`src/rtl/ram_port_arbiter.sv`:
```
// rtl/ram_port_arbiter.sv - two-port (Avalon-MM + stream prefetch) arbiter onto one RAM read/write port
// Optional starvation fairness for the stream port: define RAM_ARB_FAIRNESS_EN.
module ram_port_arbiter #(
  parameter int ADDR_W   = 16,
  parameter int DATA_W   = 32,
  parameter int NSYM     = 4,
  parameter int MAX_WAIT = 4
) (
  input  logic              clk,
  input  logic              reset_n,
  input  logic [ADDR_W-1:0] avs_address,
  input  logic              avs_read,
  input  logic              avs_write,
  input  logic [NSYM-1:0]   avs_byteenable,
  input  logic [DATA_W-1:0] avs_writedata,
  output logic              avs_waitrequest,
  output logic [DATA_W-1:0] avs_readdata,
  output logic              avs_readdatavalid,
  input  logic              str_req,
  input  logic [ADDR_W-1:0] str_addr,
  output logic              str_gnt,
  output logic [DATA_W-1:0] str_rdata,
  output logic              str_rvalid,
  output logic [ADDR_W-1:0] ram_rd_addr,
  output logic [ADDR_W-1:0] ram_wr_addr,
  output logic [DATA_W-1:0] ram_din,
  output logic [NSYM-1:0]   ram_we,
  input  logic [DATA_W-1:0] ram_q
);

  localparam logic [3:0] LP_MAX_WAIT = 4'(MAX_WAIT);

  logic w_mm_req;
  logic w_override;
  logic w_str_gnt;
  logic w_mm_gnt;
  logic w_mm_wr;
  logic w_mm_rd;
  logic w_rd;

  logic [ADDR_W-1:0] r_rd_addr;
  logic [ADDR_W-1:0] r_wr_addr;
  logic [DATA_W-1:0] r_din;
  logic [NSYM-1:0]   r_we;
  logic [DATA_W-1:0] r_avs_rdata;
  logic [DATA_W-1:0] r_str_rdata;
  logic [1:0]        r_tag_v;
  logic [1:0]        r_tag_own;

  // Grants are forced low in reset so nothing is issued while the pipe is held clear.
  assign w_mm_req  = avs_read | avs_write;
  assign w_str_gnt = reset_n & str_req & (w_override | ~w_mm_req);
  assign w_mm_gnt  = reset_n & w_mm_req & ~w_str_gnt;
  assign w_mm_wr   = w_mm_gnt & avs_write;
  assign w_mm_rd   = w_mm_gnt & avs_read & ~avs_write;
  assign w_rd      = w_mm_rd | w_str_gnt;

  assign avs_waitrequest = ~reset_n | (w_mm_req & ~w_mm_gnt);
  assign str_gnt         = w_str_gnt;

`ifdef RAM_ARB_FAIRNESS_EN
  logic [3:0] r_starve;

  always_ff @(posedge clk or negedge reset_n) begin
    if (!reset_n) begin
      r_starve <= '0;
    end else if (str_req && !w_str_gnt) begin
      if (r_starve != LP_MAX_WAIT) r_starve <= r_starve + 4'd1;
    end else begin
      r_starve <= '0;
    end
  end

  assign w_override = (r_starve == LP_MAX_WAIT);
`else
  logic w_unused_max_wait;
  assign w_unused_max_wait = |LP_MAX_WAIT;
  assign w_override        = 1'b0;
`endif

  always_ff @(posedge clk or negedge reset_n) begin
    if (!reset_n) begin
      r_wr_addr <= '0;
      r_din     <= '0;
      r_we      <= '0;
      r_rd_addr <= '0;
    end else begin
      r_we <= w_mm_wr ? avs_byteenable : '0;
      if (w_mm_wr) begin
        r_wr_addr <= avs_address;
        r_din     <= avs_writedata;
      end
      if (w_rd) r_rd_addr <= w_mm_rd ? avs_address : str_addr;
    end
  end

  // Stage 0 marks the cycle ram_q is valid; stage 1 is the strobe cycle. Owner 1 = stream.
  always_ff @(posedge clk or negedge reset_n) begin
    if (!reset_n) begin
      r_tag_v     <= '0;
      r_tag_own   <= '0;
      r_avs_rdata <= '0;
      r_str_rdata <= '0;
    end else begin
      r_tag_v   <= {r_tag_v[0], w_rd};
      r_tag_own <= {r_tag_own[0], w_str_gnt};
      if (r_tag_v[0]) begin
        if (r_tag_own[0]) r_str_rdata <= ram_q;
        else              r_avs_rdata <= ram_q;
      end
    end
  end

  assign ram_rd_addr       = r_rd_addr;
  assign ram_wr_addr       = r_wr_addr;
  assign ram_din           = r_din;
  assign ram_we            = r_we;
  assign avs_readdata      = r_avs_rdata;
  assign str_rdata         = r_str_rdata;
  assign avs_readdatavalid = r_tag_v[1] & ~r_tag_own[1];
  assign str_rvalid        = r_tag_v[1] & r_tag_own[1];

endmodule

```
`config.mk`:
```
export PLATFORM = sky130hd
export DESIGN_NAME = ram_port_arbiter
export DESIGN_NICKNAME = d
export VERILOG_FILES = /design/src/rtl/ram_port_arbiter.sv
export SDC_FILE = /design/constraint.sdc
export NUM_CORES = 1
export LEC_CHECK = 0
export BUFFER_PORTS_ARGS = -buffer_cell sky130_fd_sc_hd__buf_2
export CAP_MARGIN = 10
export CORE_MARGIN = 3
export CORE_UTILIZATION = 27
export CTS_CLUSTER_SIZE = 28
export DETAILED_ROUTE_END_ITERATION = 16
export PLACE_DENSITY = 0.63
export SETUP_SLACK_MARGIN = 0.2
export SLEW_MARGIN = 0
export SYNTH_ARGS = -nofsm -noshare
export SYNTH_HDL_FRONTEND = slang
export SYNTH_SLANG_ARGS = --single-unit
```
`constraint.sdc`:
```
create_clock -name clk -period 1.9 [get_ports clk]
set_input_delay 0.19 -clock clk [delete_from_list [all_inputs] [get_ports clk]]
set_output_delay 0.19 -clock clk [all_outputs]
set_load 0.005 [all_outputs]
```
== After elaboration in Yosys (flattened, before gate mapping) ==
Index checks and enable logic that the tools add are counted.

* Muxes and demuxes: 2
* Bitwise gates (word level): 20
* Reduce and logical (&&, ||, !) cells: 2

{| class="wikitable"
|+ Operator list
! cell !! number
|-
| two-way mux 16 bit || 1
|-
| AND 1 bit || 10
|-
| NOT 1 bit || 7
|-
| two-way mux 4 bit || 1
|-
| AND reduction 2 bit || 2
|-
| OR 1 bit || 3
|}

* Flip-flop bits (word level): 136
* Input port bits: 105
* Logic and storage cells: 32

== Logic depth before layout (Yosys ltp) ==
Gate-level depths: netlist (run 1).

* Depth in word-level cells: 8
* Gate-level depth with buffers: 5
* Gate-level depth less buffers: 3

== Worst setup path after synthesis (run 1) ==
OpenSTA, ideal clock, no wires.

* Path type: register -> register
* Start point: reg r_tag_own[0]
* End point: reg r_avs_rdata[10] (netlist: avs_readdata[10])
* Setup time: 0.125 ns
* Arrival time: 1.199 ns
* Required time: 1.775 ns
* Slack: 0.576 ns
* Cell stages (with the launch flop): 5
* Path buffers: 2
* Path through: dfrtp_1 nor2b_1 clkbuf_1 buf_2 mux2_2

* Word-level cells in the longest chain between the ends: 2

{| class="wikitable"
|+ Ends and longest elaborated chain
! element !! line !! text
|-
| start, declared || 48 || <nowiki>logic [1:0] r_tag_own;</nowiki>
|-
| start signal, assigned || 106 || <nowiki>r_tag_own <= {r_tag_own[0], w_str_gnt};</nowiki>
|-
| NOT 1 bit (no line) || n/a ||
|-
| AND reduction 2 bit (no line) || n/a ||
|-
| end signal, assigned || 109 || <nowiki>else r_avs_rdata <= ram_q;</nowiki>
|-
| end, declared || 45 || <nowiki>logic [DATA_W-1:0] r_avs_rdata;</nowiki>
|}

Every way passes these cells.
A chain may end at the register's enable or synchronous reset.

== Worst setup path in the final report (run 1) ==
* Start point: reg r_tag_own[0]
* End point: reg r_avs_rdata[17] (netlist: avs_readdata[17])

Same word-level chain as after synthesis.

==> results.sh, run 1 <==
export IMPL_layout_min_cycle_time_ns=1.34
export IMPL_critical_path_endpoint_type="flip-flop"
export IMPL_rsz0062_at_grt="false"
export IMPL_clock_latency_ns=0.41
export IMPL_p_seq_frac=0.426
export IMPL_gp_congestion=0.739
export IMPL_power_density_nw_per_um2=1120
export IMPL_fin_area_sq_um=7660
export IMPL_p_leak_nw=3.69
export IMPL_fp_row_count=50
export IMPL_die_h_microns=145
export IMPL_htree_levels=4
export IMPL_tightest_slew_ns=1.09
export IMPL_required_ns=2.19
export IMPL_r2r_end="avs_readdata[17]"
export IMPL_drcViolationCount=0
export IMPL_p_sw_mw=2.09
export IMPL_synth_distinct_cells=16
export IMPL_seq_area_frac_synth=0.650
export IMPL_pwr_share_comb=0.170
export IMPL_max_stage_delay_ns=0.41
export IMPL_drt_iter0_drc=75
export IMPL_worst_setup_path_type="flip-flop to flip-flop"
export IMPL_min_to="ram_din[15]"
export IMPL_antenna_cells=0
export IMPL_nets=691
export IMPL_cts_max_path_buffers=2
export IMPL_hold_path_startpoint="avs_writedata[15]"
export IMPL_post_route_period_util=0.705
export IMPL_cts_tree="built"
export IMPL_fmax_ghz=0.746
export IMPL_first_pass_iters=4
export IMPL_hold_viol=0
export IMPL_wl_mm=13.4
export IMPL_cp_start_kind="flip-flop"
export IMPL_syn_cell_area_sq_um=5240
export IMPL_syn_nets=413
export IMPL_setup_worst_path_start="r_tag_own[0]"
export IMPL_drv_slew=0
export IMPL_setup_tns_ns=0
export IMPL_dieWidth_microns=145
export IMPL_final_antenna_net_count=0
export IMPL_holdPathStages=2
export IMPL_num_io_pins=241
export IMPL_skew_ns=0.00587
export IMPL_hold_slack_ns=0.0220
export IMPL_maxCapViolations=0
export IMPL_yosys_warnings=0
export IMPL_numPortBuffers=240
export IMPL_routed_via_count=3619
export IMPL_path_clk_slew_ns=0.06
export IMPL_ff2ff_path_depth=3
export IMPL_ys_seq_elements=136
export IMPL_cts_buffers=17
export IMPL_dp_cells=802
export IMPL_area_growth_pct=46.2
export IMPL_peakVddDrop_mv=0.591
export IMPL_cts_root_buf="clkbuf_16"
export IMPL_die_area_sq_um=21100
export IMPL_placed_cell_area_sq_um=6780
export IMPL_cts_sinks=136
export IMPL_syn_inst=308
export IMPL_setup_violations=0
export IMPL_vias_per_cell=4.21
export IMPL_cpMaxStageDelayCell="dfrtp_1"
export IMPL_core_area_sq_um=18900
export IMPL_timing_rr_start="r_tag_own[0]"
export IMPL_switching_share=0.245
export IMPL_path_cells="nor2b_4, buf_4, mux2_2"
export IMPL_antenna_found_initial=0
export IMPL_synth_area_per_cell_sq_um=17.0
export IMPL_grt_pass1_wl_mm=21.9
export IMPL_cp_max_fo=21
export IMPL_drive_above_1_share=0.713
export IMPL_rrSetupSlack_ns=0.56
export IMPL_intPower_mw=6.45
export IMPL_outcome="completed"
export IMPL_grt_pass1_vias=4127
export IMPL_grt_max_degree=89
export IMPL_routedWlPerCell_microns=15.6
export IMPL_hold_class="primary input to flip-flop"
export IMPL_final_cells=859
export IMPL_start_util=0.277
export IMPL_slew_headroom=0.270
export IMPL_pwr_share_clk=0.404
export IMPL_grt_ovfl_total=0
export IMPL_cp_arrival_ns=1.63
export IMPL_grtUsageTotal=0.130
export IMPL_hpwl_mm=9.85
[cell families (layout without fill, tap and decap cells)]
family | count (synthesis) | count (layout) | share of synthesized area
buffers and inverters | 16 | 307 | 0.0189
muxes | 144 | 144 | 0.316
DFF | 136 | 136 | 0.650
and+or+nand+nor | 12 | 12 | 0.0153
[worst max-delay path by stage]
stage	to
floorplan	avs_readdata[10]
global placement	ram_rd_addr[2]
detailed placement	ram_rd_addr[2]
CTS	ram_we[0]
global route	ram_we[0]
finish	avs_readdata[17]
[final cells by class]
type	count	area [sq um]
repair buffers	274	1550
clock inverters	12	163
inverters	1	3.75
multi-input cells	156	1750
flip-flops and latches	136	3400
well taps	260	325
fillers	1830	11200
clock buffers	20	467
[critical path: cells and delay by family, from the launching register on]
family / cells / cell delay, ns
DFF: 1 / 0.41
muxes: 1 / 0.38
buffers and inverters: 1 / 0.29
and+or+nand+nor: 1 / 0.12
[synth_stat cells (all sizes together)]
cell type | number | share of area
clkbuf | 1 | 0.00072
inv | 1 | 0.00072
dfrtp | 136 | 0.65
mux2 | 144 | 0.32
and3 | 4 | 0.0048
nand2 | 2 | 0.0014
nor2 | 1 | 0.00072
nor3 | 1 | 0.0031
buf | 14 | 0.017
and2 | 1 | 0.0012
nor4b | 1 | 0.0017
nor2b | 2 | 0.0024
[state kept, by name, summed over array words and instances (netlist names)]
| signal | count |
|---|---|
| ram_wr_addr | 16 |
| ram_rd_addr | 16 |
| r_tag_own | 2 |
| ram_din | 32 |
| avs_readdata | 32 |
| r_tag_v | 2 |
| str_rdata | 32 |
| ram_we | 4 |
[through the flow]
step	power (mW)	setup slack, ns	util
after floorplan	4.28	0.576	-
after global placement	5.06	0.534	0.359
after detailed placement	5.13	0.517	0.359
after CTS	8.69	0.534	0.405
after global routing	8.98	0.446	0.405
final	8.55	0.560	0.405
[per-layer routing]
metal	wire length, microns	track usage
met5	0	0
met4	223	0.0508
met3	1040	0.0472
met2	6920	0.226
met1	5230	0.144
[repair_timing]
action | in CTS | in global routing
buffers inserted | 0 | 0
endpoints found under the hold margin | 72 | 1
hold buffers | 24 | 1
setup endpoints to repair | 0 | 0
gates resized for setup | 0 | 0
[power by group through the flow]
stage,clock network (mW),registers [mW],logic (mW)
finish,3.45,3.64,1.45
global route,3.69,3.71,1.59
global placement,0,3.66,1.39
CTS,3.56,3.65,1.48
detailed placement,0,3.69,1.44
floorplan,0,3.71,0.562
[layout by cell type (no fill, tap or decap), types with 4 or more instances in the layout]
master / n
mux2_2: 133
inv_6: 4
dlygate4sd3_1: 25
buf_4: 7
mux2_4: 9
buf_2: 239
dfrtp_1: 136
and3_1: 4
clkbuf_16: 17
Note: power is estimated with default switching activity, not from simulation.
==> run 2: changes to the inputs <==
--- a/config.mk
+++ b/config.mk
@@ -11,7 +11,7 @@
 export CORE_UTILIZATION = 27
 export CTS_CLUSTER_SIZE = 28
 export DETAILED_ROUTE_END_ITERATION = 16
-export PLACE_DENSITY = 0.63
+export PLACE_DENSITY = 0.65
 export SETUP_SLACK_MARGIN = 0.2
 export SLEW_MARGIN = 0
 export SYNTH_ARGS = -nofsm -noshare
==> constraint.sdc (replaced) <==
create_clock -name clk -period 1.2 [get_ports clk]
set_input_delay 0.12 -clock clk [delete_from_list [all_inputs] [get_ports clk]]
set_output_delay 0.12 -clock clk [all_outputs]
set_load 0.005 [all_outputs]
==> results.sh, run 2 (synthesized netlist as in run 1, its figures left out) <==
export IMPL_layout_commonest_cell="buf_2"
export IMPL_gp_congestion=0.738
export IMPL_hold_class="primary input to flip-flop"
export IMPL_antenna_found_initial=0
export IMPL_cts_max_path_buffers=2
export IMPL_required_ns=1.48
export IMPL_layout_min_cycle_time_ns=1.28
export IMPL_critical_path_endpoint_type="flip-flop"
export IMPL_drv_slew=0
export IMPL_clock_latency_ns=0.40
export IMPL_maxCapViolations=0
export IMPL_grt_max_degree=59
export IMPL_first_pass_iters=4
export IMPL_peakVddDrop_mv=0.871
export IMPL_die_area_sq_um=21100
export IMPL_max_stage_delay_ns=0.43
export IMPL_final_antenna_net_count=0
export IMPL_tightest_slew_ns=0.522
export IMPL_routed_via_count=4037
export IMPL_area_growth_pct=68.7
export IMPL_cp_start_kind="flip-flop"
export IMPL_path_clk_slew_ns=0.06
export IMPL_grtUsageTotal=0.137
export IMPL_path_buf_inv=1
export IMPL_hpwl_mm=9.60
export IMPL_drcViolationCount=0
export IMPL_htree_levels=4
export IMPL_setup_violations=46
export IMPL_num_io_pins=241
export IMPL_drt_iter0_drc=85
export IMPL_skew_ns=0.00432
export IMPL_grt_pass1_vias=4575
export IMPL_cts_tree="built"
export IMPL_cp_arrival_ns=1.56
export IMPL_fmax_ghz=0.781
export IMPL_path_cells="nor2b_4, buf_12, mux2_2"
export IMPL_fill_cells=1655
export IMPL_vias_per_cell=4.21
export IMPL_power_density_nw_per_um2=1620
export IMPL_slew_headroom=0.652
export IMPL_core_area_sq_um=18900
export IMPL_rrSetupSlack_ns=-0.08
export IMPL_p_leak_nw=4.35
export IMPL_worst_setup_path_type="flip-flop to flip-flop"
export IMPL_post_route_period_util=1.07
export IMPL_hold_slack_ns=0.0754
export IMPL_numPortBuffers=240
export IMPL_violations="setup timing"
export IMPL_wl_mm=14.7
export IMPL_outcome="finished, violations left"
export IMPL_hold_viol=0
export IMPL_dieWidth_microns=145
export IMPL_grt_ovfl_total=0
export IMPL_layout_setup_ws_ns=-0.0805
export IMPL_power_mw=14.4
export IMPL_nets=793
export IMPL_drive_above_1_share=0.674
export IMPL_antenna_cells=0
export IMPL_start_util=0.277
export IMPL_routedWlPerCell_microns=15.3
export IMPL_most_common_layout_cells="238 x buf_2, 135 x dfrtp_1, 108 x mux2_2"
export IMPL_rsz0062_at_grt="true"
export IMPL_cp_max_fo=20
export IMPL_cts_sinks=136
export IMPL_cts_root_buf="clkbuf_16"
export IMPL_die_h_microns=145
export IMPL_grt_pass1_wl_mm=23.5
export IMPL_crit_family="flip-flops"
export IMPL_cpMaxStageDelayCell="dfrtp_2"
export IMPL_fp_row_count=50
export IMPL_cts_buffers=17
[run 2: what timing repair did]
action | in CTS | in global routing
pin swaps | 2 | 0
gates resized for setup | 19 | 29
hold buffers | 85 | 0
setup buffers | 14 | 21
hold endpoints to repair | 234 | 0
gates cloned | 0 | 1
setup endpoints to repair | 199 | 289
[run 2: routing by layer]
layer,global-route usage,vias to the layer above,share of wire
met3,0.0462,22,0.062
met5,0,-,0
li1,-,1843,-
met4,0.0470,0,0.020
met2,0.244,155,0.53
met1,0.153,2017,0.39
[run 2: power by group]
part	internal, mW	switching [mW]	leakage [nW]
combinational	1.87	1.05	2.43
clock	3.74	1.93	0.307
sequential	5.37	0.395	1.61
[run 2: cell type report]
| class | count | area (sq um) | share of cell area |
|---|---|---|---|
| Tap cell | 260 | 325 | 0.0368 |
| Multi-Input combinational cell | 156 | 1870 | 0.212 |
| Timing Repair Buffer | 376 | 2590 | 0.293 |
| Inverter | 1 | 3.75 | 0.000425 |
| Clock inverter | 11 | 196 | 0.0222 |
| Clock buffer | 20 | 447 | 0.0506 |
| Sequential cell | 136 | 3400 | 0.385 |
[run 2: worst paths after layout]
check	from	to	cells after the start
worst min register to register	r_tag_v[0]	r_tag_v[1]	0
worst min-delay path	str_addr[10]	ram_rd_addr[10]	3
worst max-delay path	r_tag_own[0]	avs_readdata[9]	3
min in group asynchronous	reset_n	ram_wr_addr[14]	3
max in group asynchronous	reset_n	r_tag_own[0]	3
worst max register to register	r_tag_own[0]	avs_readdata[9]	3
[run 2: worst min-delay path, delay by kind of cell]
family / cells / cell delay, ns
muxes: 2 / 0.24
buffers and inverters: 1 / 0.07
[run 2: per-stage QoR]
stage	setup slack [ns]	TNS (ns)	instance area [sq um]	util	std cells
finish	-0.0805	-1.73	8830	0.468	960
global route	-0.112	-3.83	8830	0.468	960
CTS	-0.0750	-3.17	8560	0.453	938
detailed placement	-0.155	-3.03	6880	0.364	808
global placement	-0.160	-1.54	6880	0.364	808
floorplan	-0.0112	-0.393	5300	-	308
